--- src/rtl/axi_lite_pkg.sv ---
// Shared types and constants for the AXI4-Lite command master.
// Holds the transaction FSM state encoding and the AXI response codes.
// No logic; imported by the master and its helpers.
package axi_lite_pkg;

  typedef enum logic [2:0] {
    IDLE    = 3'd0,
    WR      = 3'd1,
    WR_RESP = 3'd2,
    RD_ADDR = 3'd3,
    RD_DATA = 3'd4,
    RSP     = 3'd5
  } state_t;

  localparam logic [1:0] OKAY   = 2'b00;
  localparam logic [1:0] SLVERR = 2'b10;

endpackage

--- src/rtl/counter.sv ---
// Free-running up counter with synchronous clear and count enable.
// Latency: count reflects clear/enable one cycle after they are sampled.
// No backpressure; wraps silently at 2**W.
module counter #(
  parameter int W = 8
) (
  input  logic         clk,
  input  logic         rst_n,
  input  logic         rst,
  input  logic         en,
  output logic [W-1:0] count
);

  // Clear has priority over counting; async reset for power-up state.
  always_ff @(posedge clk or negedge rst_n) begin
    if (!rst_n) begin
      count <= '0;
    end else if (rst) begin
      count <= '0;
    end else if (en) begin
      count <= count + W'(1);
    end
  end

endmodule

--- src/rtl/axi_lite_master.sv ---
// Single-outstanding AXI4-Lite master driven by a simple cmd/rsp handshake.
// Latency: 3 cycles cmd accept to rsp_valid with a zero-wait slave; timeout after TIMEOUT_CYCLES.
// Backpressure: cmd_ready only in IDLE; rsp held stable until rsp_ready.
module axi_lite_master
  import axi_lite_pkg::*;
#(
  parameter int C_M_AXI_DATA_WIDTH = 32,
  parameter int C_M_AXI_ADDR_WIDTH = 16,
  parameter int TIMEOUT_CYCLES     = 1024
) (
  input  logic                            S_AXI_ACLK,
  input  logic                            S_AXI_ARESETN,
  // command side
  input  logic                            cmd_valid,
  output logic                            cmd_ready,
  input  logic                            cmd_wr,
  input  logic [C_M_AXI_ADDR_WIDTH-1:0]   cmd_addr,
  input  logic [C_M_AXI_DATA_WIDTH-1:0]   cmd_wdata,
  input  logic [C_M_AXI_DATA_WIDTH/8-1:0] cmd_wstrb,
  // response side
  output logic                            rsp_valid,
  input  logic                            rsp_ready,
  output logic [C_M_AXI_DATA_WIDTH-1:0]   rsp_rdata,
  output logic [1:0]                      rsp_resp,
  output logic                            rsp_timeout,
  // AXI4-Lite master
  output logic [C_M_AXI_ADDR_WIDTH-1:0]   M_AXI_AWADDR,
  output logic                            M_AXI_AWVALID,
  input  logic                            M_AXI_AWREADY,
  output logic [C_M_AXI_DATA_WIDTH-1:0]   M_AXI_WDATA,
  output logic [C_M_AXI_DATA_WIDTH/8-1:0] M_AXI_WSTRB,
  output logic                            M_AXI_WVALID,
  input  logic                            M_AXI_WREADY,
  input  logic [1:0]                      M_AXI_BRESP,
  input  logic                            M_AXI_BVALID,
  output logic                            M_AXI_BREADY,
  output logic [C_M_AXI_ADDR_WIDTH-1:0]   M_AXI_ARADDR,
  output logic                            M_AXI_ARVALID,
  input  logic                            M_AXI_ARREADY,
  input  logic [C_M_AXI_DATA_WIDTH-1:0]   M_AXI_RDATA,
  input  logic [1:0]                      M_AXI_RRESP,
  input  logic                            M_AXI_RVALID,
  output logic                            M_AXI_RREADY
);

  localparam int DW    = C_M_AXI_DATA_WIDTH;
  localparam int AW    = C_M_AXI_ADDR_WIDTH;
  localparam int CNT_W = (TIMEOUT_CYCLES > 2) ? $clog2(TIMEOUT_CYCLES) : 1;
  localparam logic [CNT_W-1:0] TMO_LAST = CNT_W'(TIMEOUT_CYCLES - 1);

  state_t            state;
  logic [AW-1:0]     addr_q;
  logic [DW-1:0]     wdata_q;
  logic [DW/8-1:0]   wstrb_q;
  logic              aw_done;
  logic              w_done;

  logic              aw_hs;
  logic              w_hs;
  logic              wr_both;
  logic              timed;
  logic              state_entry;
  logic              tmo;
  logic [CNT_W-1:0]  tmo_count;

  // One address register serves both channels: only one transaction is ever in flight.
  assign M_AXI_AWADDR = addr_q;
  assign M_AXI_ARADDR = addr_q;
  assign M_AXI_WDATA  = wdata_q;
  assign M_AXI_WSTRB  = wstrb_q;

  // Handshake decode, and a pulse on the edge that moves the FSM into a waiting state
  // so the timeout count reads zero in the first cycle of that state.
  always_comb begin
    aw_hs       = M_AXI_AWVALID & M_AXI_AWREADY;
    w_hs        = M_AXI_WVALID & M_AXI_WREADY;
    wr_both     = (aw_done | aw_hs) & (w_done | w_hs);
    timed       = (state == WR) || (state == WR_RESP) ||
                  (state == RD_ADDR) || (state == RD_DATA);
    tmo         = timed && (tmo_count == TMO_LAST);
    state_entry = 1'b0;
    case (state)
      IDLE:    state_entry = cmd_ready & cmd_valid;
      WR:      state_entry = wr_both;
      RD_ADDR: state_entry = M_AXI_ARVALID & M_AXI_ARREADY;
      default: state_entry = 1'b0;
    endcase
  end

  counter #(.W(CNT_W)) u_tmo (
    .clk   (S_AXI_ACLK),
    .rst_n (S_AXI_ARESETN),
    .rst   (state_entry | ~S_AXI_ARESETN),
    .en    (timed),
    .count (tmo_count)
  );

  // Transaction FSM; every handshake output is a flop. A completing handshake is
  // always checked before the timeout so it wins a same-cycle tie.
  always_ff @(posedge S_AXI_ACLK or negedge S_AXI_ARESETN) begin
    if (!S_AXI_ARESETN) begin
      state         <= IDLE;
      cmd_ready     <= 1'b0;
      addr_q        <= '0;
      wdata_q       <= '0;
      wstrb_q       <= '0;
      aw_done       <= 1'b0;
      w_done        <= 1'b0;
      M_AXI_AWVALID <= 1'b0;
      M_AXI_WVALID  <= 1'b0;
      M_AXI_BREADY  <= 1'b0;
      M_AXI_ARVALID <= 1'b0;
      M_AXI_RREADY  <= 1'b0;
      rsp_valid     <= 1'b0;
      rsp_rdata     <= '0;
      rsp_resp      <= OKAY;
      rsp_timeout   <= 1'b0;
    end else begin
      case (state)
        IDLE: begin
          if (cmd_ready && cmd_valid) begin
            cmd_ready <= 1'b0;
            addr_q    <= cmd_addr;
            if (cmd_wr) begin
              wdata_q       <= cmd_wdata;
              wstrb_q       <= cmd_wstrb;
              aw_done       <= 1'b0;
              w_done        <= 1'b0;
              M_AXI_AWVALID <= 1'b1;
              M_AXI_WVALID  <= 1'b1;
              state         <= WR;
            end else begin
              M_AXI_ARVALID <= 1'b1;
              state         <= RD_ADDR;
            end
          end else begin
            cmd_ready <= 1'b1;
          end
        end
        WR: begin
          if (aw_hs) begin
            M_AXI_AWVALID <= 1'b0;
            aw_done       <= 1'b1;
          end
          if (w_hs) begin
            M_AXI_WVALID <= 1'b0;
            w_done       <= 1'b1;
          end
          if (wr_both) begin
            M_AXI_BREADY <= 1'b1;
            state        <= WR_RESP;
          end else if (tmo) begin
            M_AXI_AWVALID <= 1'b0;
            M_AXI_WVALID  <= 1'b0;
            rsp_valid     <= 1'b1;
            rsp_rdata     <= '0;
            rsp_resp      <= SLVERR;
            rsp_timeout   <= 1'b1;
            state         <= RSP;
          end
        end
        WR_RESP: begin
          if (M_AXI_BVALID) begin
            M_AXI_BREADY <= 1'b0;
            rsp_valid    <= 1'b1;
            rsp_rdata    <= '0;
            rsp_resp     <= M_AXI_BRESP;
            rsp_timeout  <= 1'b0;
            state        <= RSP;
          end else if (tmo) begin
            M_AXI_BREADY <= 1'b0;
            rsp_valid    <= 1'b1;
            rsp_rdata    <= '0;
            rsp_resp     <= SLVERR;
            rsp_timeout  <= 1'b1;
            state        <= RSP;
          end
        end
        RD_ADDR: begin
          if (M_AXI_ARREADY) begin
            M_AXI_ARVALID <= 1'b0;
            M_AXI_RREADY  <= 1'b1;
            state         <= RD_DATA;
          end else if (tmo) begin
            M_AXI_ARVALID <= 1'b0;
            rsp_valid     <= 1'b1;
            rsp_rdata     <= '0;
            rsp_resp      <= SLVERR;
            rsp_timeout   <= 1'b1;
            state         <= RSP;
          end
        end
        RD_DATA: begin
          if (M_AXI_RVALID) begin
            M_AXI_RREADY <= 1'b0;
            rsp_valid    <= 1'b1;
            rsp_rdata    <= M_AXI_RDATA;
            rsp_resp     <= M_AXI_RRESP;
            rsp_timeout  <= 1'b0;
            state        <= RSP;
          end else if (tmo) begin
            M_AXI_RREADY <= 1'b0;
            rsp_valid    <= 1'b1;
            rsp_rdata    <= '0;
            rsp_resp     <= SLVERR;
            rsp_timeout  <= 1'b1;
            state        <= RSP;
          end
        end
        RSP: begin
          if (rsp_ready) begin
            rsp_valid   <= 1'b0;
            rsp_timeout <= 1'b0;
            cmd_ready   <= 1'b1;
            state       <= IDLE;
          end
        end
        default: begin
          state <= IDLE;
        end
      endcase
    end
  end

endmodule

--- config.mk ---
export PLATFORM = sky130hd
export DESIGN_NAME = axi_lite_master
export DESIGN_NICKNAME = d
export VERILOG_FILES = /design/src/rtl/axi_lite_pkg.sv /design/src/rtl/counter.sv /design/src/rtl/axi_lite_master.sv
export SDC_FILE = /design/constraint.sdc
export NUM_CORES = 1
export LEC_CHECK = 0
export CAP_MARGIN = 20
export CORE_UTILIZATION = 35
export CTS_CLUSTER_DIAMETER = 50
export DETAILED_ROUTE_END_ITERATION = 8
export PLACE_DENSITY = 0.72
export SYNTH_ARGS = -nofsm -noshare
export SYNTH_HDL_FRONTEND = slang
export SYNTH_SLANG_ARGS = --single-unit
--- constraint.sdc ---
create_clock -name S_AXI_ACLK -period 1.8 [get_ports S_AXI_ACLK]
set_input_delay 0.18 -clock S_AXI_ACLK [delete_from_list [all_inputs] [get_ports S_AXI_ACLK]]
set_output_delay 0.18 -clock S_AXI_ACLK [all_outputs]
set_load 0.01 [all_outputs]
==> flow_metrics.env, run 1 <==
export IMPL_yosysSeqAreaShare_pct=55.3
export IMPL_htreeDepth=3
export IMPL_post_route_period_util_pct=96.1
export IMPL_die_h_um=121
export IMPL_drcViolationCount=0
export IMPL_crit_buf_inv=1
export IMPL_viasPerCell=4.87
export IMPL_p_switching_mw=4.00
export IMPL_cp_top_family="simple AND/OR/NAND/NOR gates"
export IMPL_synth_async_sr_flop_share_pct=100
export IMPL_rsz0062_at_grt="true"
export IMPL_cts_tree="done"
export IMPL_syn_instance_count=422
export IMPL_use_met3_pct=6.13
export IMPL_cts_root_buf="clkbuf_16"
export IMPL_hpwl_um=9420
export IMPL_sequentialPowerShare_pct=33.4
export IMPL_cts_made_buffers=9
export IMPL_r2r_start="state[0]"
export IMPL_synth_warning_count=0
export IMPL_post_drt_wl_per_cell_um=15.6
export IMPL_slew_violations=0
export IMPL_syn_to_final_growth_pct=55.6
export IMPL_cp_data_arrival_time_ns=1.96
export IMPL_use_met1_pct=22.4
export IMPL_worst_slew_pin_slew_ns=0.616
export IMPL_clkSinkCount=109
export IMPL_initial_core_util_pct=35.7
export IMPL_fp_dieArea_sq_um=14600
export IMPL_ir_drop_mv=0.759
export IMPL_start_kind="register"
export IMPL_setup_viol=0
export IMPL_grt_pass1_vias=4108
export IMPL_final_cell_mix="clkdlybuf4s50_1 (206), dfrtp_1 (109), nand2_1 (45)"
export IMPL_grt_ovfl_total=0
export IMPL_worstRegToRegCells=5
export IMPL_grt_busiest_layer="met2"
export IMPL_worstReg2RegEnd="M_AXI_WDATA[18]"
export IMPL_internal_power_mw=8.58
export IMPL_avgSynthCellArea_sq_um=11.7
export IMPL_drt_pass1_iterations=5
export IMPL_dp_cells=804
export IMPL_grt_max_degree=110
export IMPL_final_nets=736
export IMPL_fp_dieW_um=121
export IMPL_syn_nets=521
export IMPL_core_sq_um=13800
export IMPL_io_buffer_count=207
export IMPL_vias=4001
export IMPL_cap_viol_max_count=0
export IMPL_drive_above_1_share_pct=17.9
export IMPL_worstPathRequired_ns=2.04
export IMPL_worstHoldStart="M_AXI_RDATA[3]"
export IMPL_antenna_found_initial=0
export IMPL_grt_pass1_wl_um=20400
export IMPL_max_stage_delay_ns=0.43
export IMPL_clock_latency_ns=0.35
export IMPL_layout_commonest_cell="clkdlybuf4s50_1"
export IMPL_hp_class="in2reg"
export IMPL_grt_usage_pct=18.0
export IMPL_crit_chain="or3_4, nor2_4, nand2_2, buf_12, mux2_4"
export IMPL_wl_um=12800
export IMPL_holdWs_ns=0.383
export IMPL_finalWeightedCongestion=0.911
export IMPL_p_leak_nw=3.31
export IMPL_antennaDiodeCount=0
export IMPL_clock_path_buffers=2
export IMPL_p_clk_share_pct=17.8
export IMPL_outcome="completed"
export IMPL_tns_ns=0
export IMPL_crit_fanout=29
export IMPL_path_class="reg2reg"
export IMPL_slew_headroom_pct=58.9
export IMPL_grtUsageMet2_pct=29.1
export IMPL_final_cell_count_no_fill=822
export IMPL_ios=208
export IMPL_fin_skew_ns=0.00968
export IMPL_hold_viol=0
export IMPL_row_count=43
export IMPL_total_power_mw=12.6
export IMPL_detail_route_antenna_nets=0
export IMPL_post_route_cell_area_sq_um=7670
export IMPL_whs_endpoint="rsp_rdata[3]"
export IMPL_final_min_clock_period_ns=1.73
export IMPL_netSwitchingFraction_pct=31.8
export IMPL_ys_flop_type="dfrtp_1"
export IMPL_fmax_ghz=0.578
export IMPL_reg2reg_slack_ns=0.07
export IMPL_cp_end_kind="register"
export IMPL_min_path_cells=3
export IMPL_pwr_share_comb_pct=48.8
export IMPL_drtIter0Drc=153
export IMPL_cellPowerDensity_nw_per_um2=1640
export IMPL_clkTransAtPathRegs_ns=0.07
export IMPL_synth_edf_count=0
export IMPL_netlist_area_sq_um=4930
export IMPL_ys_ff_latch=109
export IMPL_dpl_cell_area_sq_um=7280
export IMPL_synth_cell_type_count=54
export IMPL_slowest_stage="or3_4"
==> state kept, by name, summed over array words and instances (netlist names) <==
signal	count
rsp_rdata	32
M_AXI_WVALID	1
cmd_ready	1
w_done	1
M_AXI_ARVALID	1
M_AXI_AWVALID	1
M_AXI_ARADDR	16
state	3
u_tmo.count	10
rsp_resp	2
M_AXI_WSTRB	4
M_AXI_BREADY	1
M_AXI_WDATA	32
rsp_valid	1
aw_done	1
rsp_timeout	1
M_AXI_RREADY	1
==> power by group through the flow <==
stage               Clock, mW  Sequential, mW  Combinational, mW
floorplan                   0            4.61               2.56
global placement            0            4.17               6.05
detailed placement          0            4.24               6.11
CTS                      2.32            4.21               6.15
global route             2.40            4.33               6.62
finish                   2.24            4.20               6.14
==> worst max-delay path by stage <==
stage	start	end	cells past startpoint
after floorplan	state[1]	rsp_resp[0]	6
after global placement	M_AXI_WREADY	rsp_timeout	6
after detailed placement	M_AXI_AWREADY	rsp_rdata[18]	6
after CTS	state[1]	rsp_rdata[18]	6
after global routing	state[0]	rsp_resp[1]	5
final	state[0]	M_AXI_WDATA[18]	5
==> repair_timing <==
action	in CTS	in global routing
pin swaps	1	0
gates resized for setup	0	7
endpoints found under the hold margin	109	0
buffers inserted	1	0
hold buffers	1	0
setup endpoints to repair	1	52
==> per-layer routing <==
metal | wire [um] | vias up | share of wire, %
met4 | 148 | 0 | 1.2
li1 | - | 1890 | -
met1 | 5570 | 1916 | 44
met3 | 1180 | 11 | 9.3
met2 | 5880 | 184 | 46
met5 | 0 | - | 0
==> synth_stat cells (3+ instances only) <==
| master | count | area [sq um] |
|---|---|---|
| or3_1 | 5 | 31.3 |
| clkbuf_1 | 5 | 18.8 |
| and3_1 | 7 | 43.8 |
| dfrtp_1 | 109 | 2730 |
| buf_6 | 6 | 67.6 |
| nand2_1 | 46 | 173 |
| buf_4 | 16 | 120 |
| nor2_1 | 9 | 33.8 |
| o31ai_1 | 35 | 263 |
| nand2b_1 | 3 | 18.8 |
| mux2_4 | 18 | 270 |
| a21oi_1 | 14 | 70.1 |
| buf_2 | 11 | 55.1 |
| inv_1 | 38 | 143 |
| o21ai_0 | 7 | 35.0 |
| mux2_2 | 35 | 394 |
| xor2_1 | 3 | 26.3 |
| nand3_1 | 9 | 45.0 |
==> cells by family (layout without fill, tap and decap cells) <==
logic type | Yosys count | in the layout | share of synthesized area, %
AOI/OAI and AO/OA | 81 | 81 | 11.7
and+or+nand+nor | 98 | 98 | 10.4
xor gates and xnor gates | 4 | 4 | 0.711
adders and majority gates | 1 | 1 | 0.254
buffers and inverters | 76 | 296 | 8.20
muxes | 53 | 53 | 13.5
DFF | 109 | 109 | 55.3
==> through the flow <==
step,setup slack (ns),util (%)
floorplan,0.00420,-
global placement,0.0240,52.7
detailed placement,-0.0411,52.7
CTS,0.00572,55.3
global route,-0.00537,55.5
finish,0.0707,55.5
==> tightest hold or removal path, delay by kind of cell <==
kind            cells  cell delay [ns]
compound gates      1             0.05
buf+inv             1             0.40
simple gates        1             0.06
==> layout make-up <==
cell class | instances | area (sq um)
well taps | 180 | 225
inverters | 38 | 143
clock buffers | 11 | 253
clock inverters | 5 | 88.8
repair buffers | 242 | 2400
fillers | 1149 | 6160
flip-flops and latches | 109 | 2730
multi-input cells | 237 | 1830
(Power assumes the default switching activity.)
==> run 2, diff against run 1 <==
CORE_MARGIN = 2   (was default)
PLACE_DENSITY = 0.69   (was 0.72)
clock period = 1.82 ns   (was 1.8 ns; I/O delays follow)
==> run 2 against run 1 <==
Flip-flop and latch count unchanged. Power fell by 1.3%. Clock skew about the same. Clock power is 14% lower. Critical path type unchanged. Worst setup slack lost 0.090 ns. The flow now finishes with violations (setup timing).
==> flow_metrics.env, run 2 (synthesis gave the netlist of run 1 again) <==
export IMPL_outcome="finished with violations"
export IMPL_violations="setup timing"
export IMPL_vias=4070
export IMPL_ios=208
export IMPL_fmax_ghz=0.544
export IMPL_grt_usage_pct=16.9
export IMPL_fin_skew_ns=0.00933
export IMPL_cap_viol_max_count=0
export IMPL_cts_tree="done"
export IMPL_slew_headroom_pct=59.1
export IMPL_fp_dieW_um=123
export IMPL_cp_end_kind="register"
export IMPL_finalWeightedCongestion=0.903
export IMPL_total_power_mw=12.4
export IMPL_min_path_cells=3
export IMPL_drtIter0Drc=210
export IMPL_antennaDiodeCount=0
export IMPL_worstRegToRegCells=7
export IMPL_initial_core_util_pct=35.7
export IMPL_dp_cells=800
export IMPL_cp_data_arrival_time_ns=2.08
export IMPL_r2r_start="state[2]"
export IMPL_clkSinkCount=109
export IMPL_p_leak_nw=3.37
export IMPL_io_buffer_count=207
export IMPL_worstHoldStart="M_AXI_RDATA[7]"
export IMPL_final_cell_mix="clkdlybuf4s50_1 (206), dfrtp_1 (107), nand2_1 (45)"
export IMPL_layout_commonest_cell="clkdlybuf4s50_1"
export IMPL_viasPerCell=4.92
export IMPL_critPathLaunch="state[2]"
export IMPL_grt_pass1_wl_um=19800
export IMPL_crit_fanout=6
export IMPL_final_nets=741
export IMPL_hold_viol=0
export IMPL_ir_drop_mv=0.735
export IMPL_hp_class="in2reg"
export IMPL_post_route_period_util_pct=101
export IMPL_worstPathRequired_ns=2.06
export IMPL_grt_max_degree=110
export IMPL_antenna_found_initial=0
export IMPL_drt_pass1_iterations=4
export IMPL_cts_root_buf="clkbuf_16"
export IMPL_drive_above_1_share_pct=22.1
export IMPL_setup_viol=2
export IMPL_drcViolationCount=0
export IMPL_detail_route_antenna_nets=0
export IMPL_row_count=43
export IMPL_rsz0062_at_grt="true"
export IMPL_worst_slack_ns=-0.0190
export IMPL_hpwl_um=9240
export IMPL_wl_um=13500
export IMPL_final_min_clock_period_ns=1.84
export IMPL_grt_pass1_vias=4085
export IMPL_grt_ovfl_total=0
export IMPL_syn_to_final_growth_pct=58.9
export IMPL_clkTransAtPathRegs_ns=0.08
export IMPL_worst_slew_pin_slew_ns=0.613
export IMPL_clock_latency_ns=0.35
export IMPL_clock_path_buffers=2
export IMPL_slew_violations=0
export IMPL_core_sq_um=13800
export IMPL_final_cell_count_no_fill=827
export IMPL_path_class="reg2reg"
export IMPL_htreeDepth=3
export IMPL_cellPowerDensity_nw_per_um2=1590
export IMPL_fp_dieArea_sq_um=15100
export IMPL_start_kind="register"
export IMPL_cts_made_buffers=9
export IMPL_die_h_um=123
export IMPL_post_drt_wl_per_cell_um=16.4
[run 2: cell types whose count changed in the layout (fill, tap and decap cells not counted), sizes merged]
| cell | change |
|---|---|
| buf | +2 |
| bufinv | -2 |
| clkbuf | +1 |
| clkinv | +1 |
| inv | +3 |
[run 2: worst paths after layout]
path	endpoint	slack, ns
worst max-delay path	rsp_valid	-0.02
worst min-delay path	rsp_rdata[7]	0.37
worst max register to register	rsp_valid	-0.02
worst min register to register	aw_done	0.50
max in group asynchronous	state[1]	0.84
min in group asynchronous	u_tmo.count[0]	0.49
[run 2: layer usage]
layer  part of all wire, %  global-route usage (%)  vias up
met5                     0                       0        -
met3                   8.0                    5.16       14
met4                   1.4                    5.68        0
li1                      -                       -     1897
met2                    48                    27.1      165
met1                    43                    21.6     1994
[run 2: cell type report]
cell class / instances / area (sq um)
multi-input combinational: 237 / 1950
clock buffer: 9 / 225
inverter: 38 / 143
sequential: 109 / 2730
timing repair buffer: 247 / 2500
fill: 1170 / 6000
clock inverter: 7 / 63.8
tap: 180 / 225
[run 2: power breakdown]
part / internal (mW) / leakage, nW / switching [mW]
combinational: 3.82 / 1.88 / 2.49
clock: 0.964 / 0.143 / 0.959
sequential: 3.49 / 1.34 / 0.692
[run 2: stage by stage]
step / TNS, ns / util [%] / hold WS, ns / setup slack, ns / cell area (sq um)
after floorplan: 0 / - / -0.114 / 0.00331 / 4930
after global placement: -0.0559 / 52.3 / 0.330 / -0.0304 / 7230
after global routing: -0.623 / 56.6 / 0.381 / -0.0643 / 7830
after CTS: 0 / 54.5 / 0.365 / 0.00187 / 7540
final: -0.0258 / 56.6 / 0.375 / -0.0190 / 7830
after detailed placement: -0.391 / 52.3 / 0.340 / -0.0796 / 7230
[run 2: what timing repair did]
action,4_1_cts,5_1_grt
setup buffers,0,6
gates cloned,0,5
endpoints found under the setup margin,2,75
pin swaps,0,5
gates resized for setup,1,35
hold endpoints to repair,109,0
hold buffers,1,0
[run 2: worst max-delay path, stage by stage, from the launching register on]
cell       delay, ns
dfrtp_1         0.43
or3_4           0.44
buf_6           0.15
nand4_4         0.13
nor4_4          0.06
buf_6           0.15
clkbuf_16       0.15
a211o_1         0.21
